### src/rtl/wb_bus_arbiter.sv
// Round-robin arbiter for the five-source writeback bus, with a one-cycle turnaround between owners.
// Define ARB_HOLD_LIMIT_EN to force release after MAX_HOLD grant cycles when another source waits.
module wb_bus_arbiter #(
    parameter int unsigned MAX_HOLD = 16
) (
    input  logic       clk_i,
    input  logic       rst_n_i,
    input  logic [4:0] req_i,
    output logic [4:0] gnt_o,
    output logic [2:0] sel_o,
    output logic       bus_valid_o,
    output logic       owner_hold_o
);

    typedef enum logic [1:0] {
        IDLE,
        GRANT,
        TURN
    } state_e;

    state_e     state_q, state_d;
    logic [4:0] gnt_q, gnt_d;
    logic [2:0] sel_q, sel_d;
    logic [2:0] last_q, last_d;
    logic       busValid_q;
    logic [2:0] winner;
    logic [2:0] idx;
    logic       found;
    logic       forceRel;
    logic       holdPulse_d;

    if (MAX_HOLD < 1 || MAX_HOLD > 255) begin : gen_bad_max_hold
        $error("wb_bus_arbiter: MAX_HOLD must be in 1..255");
    end

    // Search starts just past the last owner, so the previous winner is always considered last.
    always_comb begin
        winner = last_q;
        found  = 1'b0;
        idx    = 3'd0;
        for (int k = 1; k <= 5; k++) begin
            idx = 3'((int'(last_q) + k) % 5);
            if (!found && req_i[idx]) begin
                winner = idx;
                found  = 1'b1;
            end
        end
    end

`ifdef ARB_HOLD_LIMIT_EN
    logic [7:0] holdCnt_q, holdCnt_d;
    logic       holdPulse_q;

    assign forceRel     = (holdCnt_q == 8'(MAX_HOLD - 1)) && |(req_i & ~gnt_q);
    assign owner_hold_o = holdPulse_q;

    always_comb begin
        holdCnt_d = holdCnt_q;
        if (state_q != GRANT) begin
            holdCnt_d = 8'd0;
        end else if (holdCnt_q != 8'hFF) begin
            holdCnt_d = holdCnt_q + 8'd1;
        end
    end

    always_ff @(posedge clk_i) begin
        if (!rst_n_i) begin
            holdCnt_q   <= 8'd0;
            holdPulse_q <= 1'b0;
        end else begin
            holdCnt_q   <= holdCnt_d;
            holdPulse_q <= holdPulse_d;
        end
    end
`else
    assign forceRel     = 1'b0;
    assign owner_hold_o = 1'b0;
`endif

    // sel keeps the previous owner while the bus is idle so the mux input never changes spuriously.
    always_comb begin
        state_d     = state_q;
        gnt_d       = gnt_q;
        sel_d       = sel_q;
        last_d      = last_q;
        holdPulse_d = 1'b0;
        case (state_q)
            GRANT: begin
                if (!(|(req_i & gnt_q)) || forceRel) begin
                    state_d     = TURN;
                    gnt_d       = 5'b00000;
                    holdPulse_d = forceRel;
                end
            end
            default: begin
                if (|req_i) begin
                    state_d = GRANT;
                    gnt_d   = 5'b00001 << winner;
                    sel_d   = winner;
                    last_d  = winner;
                end else begin
                    state_d = IDLE;
                    gnt_d   = 5'b00000;
                end
            end
        endcase
    end

    always_ff @(posedge clk_i) begin
        if (!rst_n_i) begin
            state_q    <= IDLE;
            gnt_q      <= 5'b00000;
            sel_q      <= 3'd0;
            last_q     <= 3'd4;
            busValid_q <= 1'b0;
        end else begin
            state_q    <= state_d;
            gnt_q      <= gnt_d;
            sel_q      <= sel_d;
            last_q     <= last_d;
            busValid_q <= |gnt_d;
        end
    end

    assign gnt_o       = gnt_q;
    assign sel_o       = sel_q;
    assign bus_valid_o = busValid_q;

endmodule

### config.mk
export PLATFORM = sky130hd
export DESIGN_NAME = wb_bus_arbiter
export DESIGN_NICKNAME = d
export VERILOG_FILES = /design/src/rtl/wb_bus_arbiter.sv
export SDC_FILE = /design/constraint.sdc
export NUM_CORES = 1
export LEC_CHECK = 0
export CAP_MARGIN = 20
export CORE_MARGIN = 1.5
export CORE_UTILIZATION = 35
export DETAILED_ROUTE_END_ITERATION = 8
export HOLD_SLACK_MARGIN = 0.02
export SLEW_MARGIN = 20
export SYNTH_ARGS = -nofsm -noshare
export SYNTH_HDL_FRONTEND = slang
export SYNTH_SLANG_ARGS = --single-unit
### constraint.sdc
create_clock -name clk_i -period 4.9 [get_ports clk_i]
set_input_delay 0.49 -clock clk_i [delete_from_list [all_inputs] [get_ports clk_i]]
set_output_delay 0.49 -clock clk_i [all_outputs]
set_load 0.01 [all_outputs]
==> results.toml, run 1 <==
[worst_setup_path]
cpLargestDelayFamily = "compound AO/OA/AOI/OAI gates"
worst-r2r-cell-count = 16
cp.required_ns = 5.05
rrSetupSlack_ns = 0.34
r2r_end = "gnt_o[3]$_SDFF_PN0_"
reg2reg_from = "last_q[2]$_SDFFE_PN1P_"
path_class = "reg -> reg"
cp_num_buf_inv = 2
crit_path_end_kind = "register"
start_kind = "register"
cp_slowest_cell = "a2111oi_1"
cp.arrival_ns = 4.71
slowest_delay_ns = 0.59
cp_cell_sequence = "inv_1 > ha_1 > o21a_1 > a21oi_1 > xnor2_1 > ha_2 > nor2b_1 > a211oi_1 > buf_4 > nor3_1 > a21oi_1 > a32oi_1 > nand3_2 > a2111oi_1 > a21oi_4 > o41ai_2"
crit_path_frequent_cell = "a21oi_1"
crit_fanout = 8

[clock_tree]
numClockSinks = 12
h-tree-depth = 1
hold_buffers = 0
clk_path_buf_depth = 2
clk_latency_ns = 0.24
ctsResizeCount = 0
post_cts_buffers = 0
cts.clk_slew.worst_paths_ns = 0.05
cts_tree = "done"
cts_buffers = 3
cts-root-buf = "clkbuf_8"

[grt]
antenna_found_initial = 0
grt_usage_pct = 19.0
grt_pass1_vias = 2605
grt_pass1_wl_um = 13100
grt_max_degree = 23
grt.overflow.total = 0

[sta]
relSlewSlack_pct = 53.8
timing.final.crit_share_pct = 93.1
rsz0062_at_grt = "false"
worst_slew_pin_slew_ns = 0.691
fin_setup_tns_ns = 0
period_minus_slack_ns = 4.56
hold_viol_final = 0
fin_skew_ns = 0.00429
setup_viol_count_final = 0
slew_violations = 0
fmax_mhz = 219

[final_layout]
final_common_cell = "nand2_1"
drive_gt1_share_pct = 11.7
antennaDiodeCount = 0
area_growth_pct = 9.10
final_cell_mix = "27 x nand2_1, 23 x ha_1, 20 x inv_1"
nets = 392
nFillCells = 796

[worst_hold_path]
holdCritPathClass = "reg -> reg"
hold_depth = 2
worstHoldStart = "gnt_o[1]$_SDFF_PN0_"
hold_path_end = "gnt_o[1]$_SDFF_PN0_"

[floorplanning]
die_h_um = 91.7
initial_core_util_pct = 35.8
ios = 17
rows = 32
core_um2 = 7690
dieArea_um2 = 8400
die_w_um = 91.7

[drt]
wl_per_cell_um = 17.4
wirelength_um = 8030
vias = 2778
drc = 0
firstDrtPassIters = 5
drtIter0Drc = 207
routed_via_density = 6.03
ant_nets = 0

[synthesis]
syn_area_per_cell_um2 = 7.71
yosys.cell_types.count = 82
ys.flop_type = "dfxtp_1"
synth-seq-cells = 12
yosysSeqAreaShare_pct = 8.73
synth_area_leader_cell = "ha_1"
syn_nets = 388
netlist.area_leader.share_pct = 10.9
syn_inst = 357
syn_area_um2 = 2750
yosys-top-cells-area = "ha_1 11%, dfxtp_1 8.7%, nand2_1 3.7%"
synth-edff-count = 0
async_flop_share_pct = 0
ys_warn_count = 0

[job]
max_cap_viol_count = 0

[placed_design]
dpl.hpwl_um = 5970
port_buffers = 15
gp_congestion = 0.853

[outcome]
status = "finished, final reports clean"
[flip-flops by register name, summed over array words and instances, names as in the netlist]
name         count
sel_o            3
state_q          2
gnt_o            5
last_q           1
bus_valid_o      1
[cell usage after synthesis, types with 3 or more instances]
master,count
nand2_1,27
ha_1,24
inv_1,20
a21oi_1,17
nor2_1,17
o21ai_0,17
clkbuf_1,14
dfxtp_1,12
nor2b_1,10
o211ai_1,10
a21o_1,8
and3_1,8
mux2_2,8
a211oi_1,7
and2_1,7
nand3_1,7
a31oi_1,6
buf_4,6
mux2i_1,6
nor3_1,6
nor3b_1,6
o31ai_1,6
a211o_1,5
a21boi_0,4
a22o_1,4
buf_6,4
o21a_1,4
xnor2_1,4
a221oi_1,3
mux4_2,3
nand2b_1,3
nand4_1,3
nand4b_1,3
o2111ai_1,3
or3_1,3
or4_1,3
[kinds of logic (layout without fill, tap and decap cells)]
logic type	Yosys count	count (layout)	synth area share [%]
xor gates and xnor gates	7	7	2.91
muxes	18	18	8.46
adders and majority gates	24	24	10.9
AOI/OAI and AO/OA	134	134	37.6
and+or+nand+nor	115	115	22.9
other	1	1	0.136
buffers and inverters	46	48	8.32
DFF	12	12	8.73
[tightest hold or removal path, cell delays in order (launching register included)]
cell,delay [ns]
dfxtp_1,0.33
nand2_1,0.06
o31ai_1,0.05
[through the flow]
stage          std cells  cell area (um^2)  utilization, %  worst slack (ns)  hold WS [ns]
5_1_grt              461              3000            39.0           0.00181         0.514
4_1_cts              461              2990            38.9             0.315         0.495
6_report             461              3000            39.0             0.338         0.490
3_3_place_gp         458              2950            38.4             0.299         0.475
3_5_place_dp         458              2950            38.4             0.355         0.478
2_1_floorplan        357              2750               -            0.0391         0.490
[cell type report]
class                   instances  area [um^2]  area share (%)
well taps                     102          128            4.25
inverters                      21         81.3            2.71
repair buffers                 24          218            7.25
clock buffers                   3         41.3            1.38
multi-input cells             299         2290            76.4
flip-flops and latches         12          240            8.00
[worst max path at each step]
| stage | from | end | cells after the start |
|---|---|---|---|
| floorplan | sel_o[0]$_SDFFE_PN0P_ | gnt_o[0]$_SDFF_PN0_ | 20 |
| global placement | sel_o[1]$_SDFFE_PN0P_ | sel_o[0]$_SDFFE_PN0P_ | 17 |
| detailed placement | sel_o[1]$_SDFFE_PN0P_ | sel_o[0]$_SDFFE_PN0P_ | 17 |
| CTS | sel_o[1]$_SDFFE_PN0P_ | sel_o[0]$_SDFFE_PN0P_ | 17 |
| global route | sel_o[1]$_SDFFE_PN0P_ | gnt_o[0]$_SDFF_PN0_ | 17 |
| finish | last_q[2]$_SDFFE_PN1P_ | gnt_o[3]$_SDFF_PN0_ | 16 |
[metal layers]
| metal | GRT usage [%] | wire length [um] | part of all wire [%] | up-vias |
|---|---|---|---|---|
| met1 | 27.3 | 3890 | 48 | 1281 |
| met2 | 31.0 | 3690 | 46 | 99 |
| met3 | 1.49 | 357 | 4.4 | 12 |
| li1 | - | - | - | 1386 |
| met5 | 0 | 0 | 0 | - |
| met4 | 3.78 | 95 | 1.2 | 0 |
Power of run 1 is not shown: default switching activity piles up to over one toggle a cycle in this logic, so the estimate is an artifact.
==> run 2, diff against run 1 <==
--- a/config.mk
+++ b/config.mk
@@ -5,7 +5,7 @@
 export SDC_FILE = /design/constraint.sdc
 export NUM_CORES = 1
 export LEC_CHECK = 0
-export CAP_MARGIN = 20
+export CAP_MARGIN = 0
 export CORE_MARGIN = 1.5
 export CORE_UTILIZATION = 35
 export DETAILED_ROUTE_END_ITERATION = 8
==> results of run 2 <==
Same layout as run 1: the final DEF is identical, and so are final timing and power.
Power of run 2 is left out for the same reason.
